**src/rtl/rgb_seq_pkg.sv**
```systemverilog
// rtl/rgb_seq_pkg.sv - sequencer FSM states and mode encodings; HOLD exists only with RGB_SEQ_HOLD_EN
package rgb_seq_pkg;

    typedef enum logic [2:0] {
        IDLE,
        RAMP_UP,
`ifdef RGB_SEQ_HOLD_EN
        HOLD,
`endif
        RAMP_DOWN,
        NEXT
    } seq_state_e;

    localparam logic MODE_BLINK   = 1'b0;
    localparam logic MODE_BREATHE = 1'b1;

endpackage

```
**src/rtl/rgb_pwm_chan.sv**
```systemverilog
// rtl/rgb_pwm_chan.sv - one registered PWM compare output, lit only while its step is selected
module rgb_pwm_chan #(
    parameter int PWM_W  = 8,
    parameter int STEP_W = 2,
    parameter int CH_IDX = 0
) (
    input  logic              clk,
    input  logic              rst,
    input  logic              active,
    input  logic [STEP_W-1:0] step,
    input  logic [PWM_W-1:0]  pwm_cnt,
    input  logic [PWM_W-1:0]  duty,
    output logic              pwm
);

    always_ff @(posedge clk) begin
        if (rst) begin
            pwm <= 1'b0;
        end else begin
            pwm <= active && (step == STEP_W'(CH_IDX)) && (pwm_cnt < duty);
        end
    end

endmodule

```
**src/rtl/rgb_pwm_sequencer.sv**
```systemverilog
// rtl/rgb_pwm_sequencer.sv - steps through LED channels with blink/breathe duty profiles
// RGB_SEQ_HOLD_EN: when defined, the duty dwells at peak for HOLD_TICKS ticks
module rgb_pwm_sequencer
    import rgb_seq_pkg::*;
#(
    parameter int NUM_CH     = 3,
    parameter int PWM_W      = 8,
    parameter int DUTY_MAX   = 255,
    parameter int PRESC_MAX  = 46874,
    parameter int HOLD_TICKS = 64
) (
    input  logic                       int_osc,
    input  logic                       rst,
    input  logic                       enable,
    input  logic                       mode,
    output logic [NUM_CH-1:0]          pwm,
    output logic [$clog2(NUM_CH+1)-1:0] step,
    output logic                       step_done,
    output logic                       busy
);

    localparam int STEP_W  = $clog2(NUM_CH + 1);
    localparam int PRESC_W = $clog2(PRESC_MAX + 2);
    localparam logic [PWM_W-1:0]   DUTY_PEAK  = PWM_W'(DUTY_MAX);
    localparam logic [PRESC_W-1:0] PRESC_LAST = PRESC_W'(PRESC_MAX);
    localparam logic [STEP_W-1:0]  STEP_OFF   = STEP_W'(NUM_CH);

    if (NUM_CH < 1 || NUM_CH > 8 || DUTY_MAX < 1 || DUTY_MAX > (1 << PWM_W) - 1 ||
        HOLD_TICKS < 1 || HOLD_TICKS > 65535 || PRESC_MAX < 0) begin : g_bad_param
        $error("rgb_pwm_sequencer: parameter out of range");
    end

    seq_state_e         state, state_d;
    logic [PWM_W-1:0]   pwm_cnt;
    logic [PWM_W-1:0]   duty, duty_d;
    logic [PRESC_W-1:0] presc, presc_d;
    logic [STEP_W-1:0]  step_d;
    logic               mode_q, mode_q_d;
    logic               tick;
`ifdef RGB_SEQ_HOLD_EN
    localparam logic [15:0] HOLD_LAST = 16'(HOLD_TICKS - 1);
    logic [15:0]        hold_cnt, hold_cnt_d;
`endif

    always_comb begin
        state_d  = state;
        duty_d   = duty;
        step_d   = step;
        mode_q_d = mode_q;
        tick     = (presc == PRESC_LAST);
        presc_d  = tick ? '0 : presc + 1'b1;
`ifdef RGB_SEQ_HOLD_EN
        hold_cnt_d = hold_cnt;
`endif
        unique case (state)
            IDLE: begin
                tick    = 1'b0;
                presc_d = '0;
                duty_d  = '0;
                step_d  = '0;
                if (enable) begin
                    state_d  = RAMP_UP;
                    mode_q_d = mode;
                end
            end
            RAMP_UP: if (tick) begin
                if (duty == DUTY_PEAK) begin
`ifdef RGB_SEQ_HOLD_EN
                    state_d    = HOLD;
                    hold_cnt_d = '0;
`else
                    state_d    = RAMP_DOWN;
`endif
                end else begin
                    duty_d = (mode_q == MODE_BREATHE) ? duty + 1'b1 : DUTY_PEAK;
                end
            end
`ifdef RGB_SEQ_HOLD_EN
            HOLD: if (tick) begin
                hold_cnt_d = hold_cnt + 1'b1;
                if (hold_cnt == HOLD_LAST) state_d = RAMP_DOWN;
            end
`endif
            RAMP_DOWN: if (tick) begin
                if (duty == '0) state_d = NEXT;
                else            duty_d  = (mode_q == MODE_BREATHE) ? duty - 1'b1 : '0;
            end
            NEXT: begin
                // restart the prescaler so every step lasts a whole number of ticks plus this cycle
                presc_d  = '0;
                state_d  = RAMP_UP;
                step_d   = (step == STEP_OFF) ? '0 : step + 1'b1;
                mode_q_d = mode;
            end
            default: state_d = IDLE;
        endcase
        if (!enable) begin
            state_d = IDLE;
            duty_d  = '0;
            step_d  = '0;
            presc_d = '0;
        end
    end

    always_ff @(posedge int_osc) begin
        if (rst) begin
            state    <= IDLE;
            duty     <= '0;
            step     <= '0;
            presc    <= '0;
            pwm_cnt  <= '0;
            mode_q   <= MODE_BLINK;
`ifdef RGB_SEQ_HOLD_EN
            hold_cnt <= '0;
`endif
        end else begin
            state    <= state_d;
            duty     <= duty_d;
            step     <= step_d;
            presc    <= presc_d;
            pwm_cnt  <= pwm_cnt + 1'b1;
            mode_q   <= mode_q_d;
`ifdef RGB_SEQ_HOLD_EN
            hold_cnt <= hold_cnt_d;
`endif
        end
    end

    assign busy      = (state != IDLE);
    assign step_done = (state == NEXT) && enable;

    for (genvar i = 0; i < NUM_CH; i++) begin : g_chan
        rgb_pwm_chan #(
            .PWM_W  (PWM_W),
            .STEP_W (STEP_W),
            .CH_IDX (i)
        ) u_chan (
            .clk     (int_osc),
            .rst     (rst),
            .active  (busy),
            .step    (step),
            .pwm_cnt (pwm_cnt),
            .duty    (duty),
            .pwm     (pwm[i])
        );
    end

endmodule
```
**config.mk**
```make
export PLATFORM = sky130hd
export DESIGN_NAME = rgb_pwm_sequencer
export DESIGN_NICKNAME = d
export VERILOG_FILES = /design/src/rtl/rgb_seq_pkg.sv /design/src/rtl/rgb_pwm_chan.sv /design/src/rtl/rgb_pwm_sequencer.sv
export SDC_FILE = /design/constraint.sdc
export NUM_CORES = 1
export LEC_CHECK = 0
export CAP_MARGIN = 20
export CORE_ASPECT_RATIO = 1.75
export CORE_MARGIN = 5
export CORE_UTILIZATION = 65
export CTS_CLUSTER_DIAMETER = 120
export CTS_CLUSTER_SIZE = 28
export DETAILED_ROUTE_END_ITERATION = 8
export PLACE_DENSITY = 0.85
export SETUP_SLACK_MARGIN = 0.2
export SLEW_MARGIN = 10
export SYNTH_ARGS = -nofsm -noshare
export SYNTH_HDL_FRONTEND = slang
export SYNTH_SLANG_ARGS = --single-unit
```
**constraint.sdc**
```tcl
create_clock -name int_osc -period 6.2 [get_ports int_osc]
set_clock_uncertainty 0.05 [all_clocks]
set_input_delay 1.24 -clock int_osc [delete_from_list [all_inputs] [get_ports int_osc]]
set_output_delay 1.24 -clock int_osc [all_outputs]
set_load 0.01 [all_outputs]
```
== Yosys cells after proc, flatten, opt, wreduce, memory -nomap -nowiden ==
Cells that the tools add are included.

* Memory bits (writable): 0
* Input bits: 4
* Register bits after elaboration: 41
* Memories: 0
* Output and inout bits: 7
* Bits in read-only memories: 0
* Latch bits: 0
* Logic and storage cells: 66

* Bitwise operators: 1
* $mul: 0
* Shift-type cells: 0
* Div/mod/pow operators: 0
* Reductions and logical operators: 19
* Equality and inequality tests: 15
* Mux-type cells: 16
* Add/sub/neg operators: 5
* Order comparisons: 1

{| class="wikitable"
|+ Operators with widths
! operator !! number
|-
| $mux W8 || 6
|-
| $pmux W8 S3 || 1
|-
| $add A16 B1 Y16 const B || 1
|-
| $add A8 B1 Y8 const B || 2
|-
| $eq A16 B16 Y1 const B || 1
|-
| $ne A2 B2 Y1 const B || 7
|-
| $mux W3 || 4
|-
| $pmux W3 S3 || 1
|-
| $eq A8 B8 Y1 const B || 1
|-
| $logic_not A8 Y1 || 1
|-
| $lt A8 B8 Y1 || 1
|-
| $sub A8 B1 Y8 const B || 1
|-
| $logic_and A1 B1 Y1 || 7
|-
| $eq A3 B2 Y1 const B || 2
|-
| $reduce_bool A3 Y1 || 2
|-
| $reduce_and A5 Y1 || 1
|-
| $reduce_or A5 Y1 || 1
|-
| $eq A2 B2 Y1 const B || 2
|-
| $pmux W2 S2 || 1
|-
| $reduce_and A4 Y1 || 1
|-
| $reduce_or A2 Y1 || 2
|-
| $eq A3 B1 Y1 const B || 1
|-
| $logic_not A3 Y1 || 1
|-
| $add A2 B1 Y2 const B || 1
|-
| 8 further kinds || 8
|}

== Logic depth before layout (Yosys ltp) ==
* Word-level depth: 5
* Mapped depth: 8

== Cells and area by module ==
A second synthesis with hierarchy kept.

* Cell total of the unflattened synthesis: 330
* Area, all modules: 2817.7 um^2

{| class="wikitable"
|+ By module, submodules not included
! module !! times used !! seq. area each (um^2) !! area an instance (um^2) !! cells an instance
|-
| rgb_pwm_sequencer || 1 || 740.7 || 2170.8 || 249
|-
| rgb_pwm_chan (g_chan[1].u_chan ...) || 2 || 20.0 || 216.5 || 27
|-
| rgb_pwm_chan (g_chan[0].u_chan) || 1 || 20.0 || 214.0 || 27
|}

== Least setup slack after synthesis ==
OpenSTA, ideal clock, no wires.

* Path kind: in2out
* Start point: input enable
* End point: output step_done
* Cell stages on the path: 1
* Data arrival time: 1.405 ns
* Data required time: 4.910 ns
* Path buffers: 0
* Setup slack: 3.505 ns
* Cells stage by stage: and2_1

* Longest elaborated chain between the ends: 1

{| class="wikitable"
|+ Ends and longest elaborated chain
! element !! line !! RTL
|-
| start: declaration || rgb_pwm_sequencer.sv:14 || <nowiki>input logic enable,</nowiki>
|-
| $logic_and A1 B1 Y1 || rgb_pwm_sequencer.sv:130 || <nowiki>assign step_done = (state == NEXT) && enable;</nowiki>
|-
| end: declaration || rgb_pwm_sequencer.sv:18 || <nowiki>output logic step_done,</nowiki>
|}

No other way between the ends.

== Worst setup path after layout ==
Ends and elaborated chain as after synthesis.

==> results.toml <==
[cts]
cts_buffer_depth = 2
cts_root_buffer = "clkbuf_8"
post_cts_buffers = 0
cts_resized = 0
h-tree-depth = 2
clock-sinks = 40
path_clk_slew_ps = 80
clock_latency_ps = 300
cts_tree = "yes"
hold_buffers = 0
numCtsBuffers = 5

[yosys]
ys_ff_latch = 40
yosysSeqAreaShare_pct = 33.1
ys.flop_type = "dfxtp_1"
yosys_warnings = 0
syn-num-nets = 312
netlist_area_um2 = 2420
yosysUniqueCellTypes = 51
netlist_instances = 286
async_flop_share_pct = 0
synth.top_cell.area_share_pct = 33.1
yosys-top-cells-area = "dfxtp_1 (33%), ha_1 (11%), xnor2_1 (5.8%)"
syn_area_per_cell_um2 = 8.46
synth_edf_count = 0
synth_top_area_cell = "dfxtp_1"

[grt]
track_usage_pct = 22.5
grt_first_pass_wirelength_um = 9220
grt_max_degree = 17
antenna_found_initial = 0
grt_pass1_vias = 2137
overflow = 0

[placement]
port_buffers = 10
dp_slack_ps = 2470
gp_congestion = 0.930
dp_hpwl_um = 3930

[sta]
slew_viol_final = 0
slew_headroom_pct = 37.5
setup_viol = 0
fin_crit_ps = 3730
worst_slew_pin_slew_ps = 930
fmax_mhz = 268
rsz0062_at_grt = "no"
hold_viol_final = 0
fin_ws_ps = 2470
tns_ps = 0
period_share_pct = 60.2

[finish]
diodes = 0
fill_cells = 294
syn_to_final_growth_pct = 8.22
drive_gt1_share_pct = 5.84
finalNetCount = 316
finish.utilization_pct = 72.2

[drt]
wl_per_cell_um = 15.8
wl_met3_um = 226
drtIter0Drc = 88
finalWirelength_um = 5330
dr.max_layer_used = "met4"
dr.pass1.iters = 5
route.vias.total = 2089
wl_met1_um = 1890
drt-vias-per-instance = 6.20
ant_nets = 0
drc = 0
met2_length_um = 2870

[setup_path]
regToRegStartpoint = "presc[0]"
critical_path.top_delay_family = "buffers and inverters"
crit_path_end_kind = "output pin"
path_cells = "clkdlybuf4s50_1, and2_1, clkdlybuf4s50_1"
worst-r2r-setup-slack_ps = 3580
crit_fanout = 4
arrival_ps = 2440
critPathKind = "primary input to output pin"
crit_top_cell = "clkdlybuf4s50_1"
cp.required_ps = 4910
max_stage_delay_ps = 530
start_kind = "primary input"
worst-path-buf-inv = 2
r2r_cells = 7
r2r-end = "duty[6]"
slowest_stage = "clkdlybuf4s50_1"

[hold_path]
hold_path_depth = 1
worstHoldStart = "pwm_cnt[0]"
hold_class = "flip-flop to flip-flop"
whs_endpoint = "pwm_cnt[0]"

[power_and_ir_drop]
leakage_nw = 0.929
vdd.ir_drop.worst_mv = 0.217
power.density_nw_per_um2 = 209

[floorplan]
core_region_area_um2 = 3630
die_y_um = 90.7
die_x_um = 56.1
start_util_pct = 66.7
die_area_um2 = 5090
rows = 29
ios = 11

[run_status]
status = "complete, no violations"

[run]
cap_violations = 0
## registers in the layout, indices dropped and copies added, names as in the netlist
register           cells
presc                 16
duty                   8
pwm_cnt                8
g_chan.u_chan.pwm      3
state                  2
step                   2
mode_q                 1
## synth_stat cells, drive strengths merged (3+ instances only)
cell and count:
o21ai 7, or4 5, xor2 10, clkbuf 5, inv 19, nor2 36
mux2i 4, o31ai 6, nand2 16, a21oi 18, nor3 4, nand3 18
buf 8, ha 22, or3 3, xnor2 16, nand2b 4, a21o 3
nor4 5, dfxtp 40, nand4 7
## stage by stage
stage	hold WS (ps)	instance area, um2	total power, mW	cells
after floorplan	371	2420	0.315	286
after global placement	392	2500	0.329	329
after detailed placement	402	2500	0.330	329
after CTS	422	2620	0.550	337
after global routing	454	2620	0.572	337
final	423	2620	0.546	337
## cell type report
cell class	count	area (um2)	share of cell area [%]
clock inverters	3	46.3	1.77
flip-flops and latches	40	801	30.6
clock buffers	5	68.8	2.63
inverters	19	71.3	2.72
well taps	46	57.6	2.20
multi-input cells	214	1470	56.3
repair buffers	10	100	3.82
## metal layers
metal / up-vias / track usage (%)
met5: - / 0
met4: 0 / 16.4
li1: 1010 / -
met1: 958 / 20.6
met3: 38 / 6.29
met2: 83 / 40.6
## how the worst max path moves through the flow
stage / cells after the start / from / slack, ps / to
after global placement: 3 / enable / 2470 / step_done
after floorplan: 1 / enable / 3510 / step_done
final: 3 / enable / 2470 / step_done
after CTS: 3 / enable / 2470 / step_done
after detailed placement: 3 / enable / 2470 / step_done
after global routing: 3 / enable / 2430 / step_done
## cell families (layout without fill, tap and decap cells)
group	after synthesis	count (layout)	share of synthesized area (%)
compound gates	52	52	14.9
fa+ha+maj	22	22	11.4
buf+inv	32	37	6.00
xor+xnor	26	26	9.41
mux	4	4	1.65
simple gates	110	110	23.5
flops	40	40	33.1
## power by group
part	internal, mW	switching (mW)	total, mW
Sequential	0.261	0.00605	0.267
Combinational	0.0226	0.0367	0.0593
Clock	0.121	0.0990	0.220
Total	0.405	0.142	0.546
## placed cells by master (no fill, tap or decap), types with 2 or more instances in the layout
cell type / count
xnor2_1: 16
o21ai_0: 4
nand4_1: 7
nor3_1: 4
clkbuf_8: 5
nand3_1: 18
nor2b_1: 2
o211ai_1: 2
and3_1: 2
a21oi_1: 17
a21o_1: 3
nor2_1: 35
o21ai_1: 3
o31ai_1: 6
ha_1: 22
dfxtp_1: 40
inv_1: 19
xor2_1: 10
or3_1: 3
or4_1: 4
o221ai_1: 2
nor4_1: 5
clkdlybuf4s50_1: 10
mux2i_1: 4
nand2b_1: 4
nand2_1: 16
nand3b_1: 2
No activity file was read; power rests on OpenSTA's default activity.
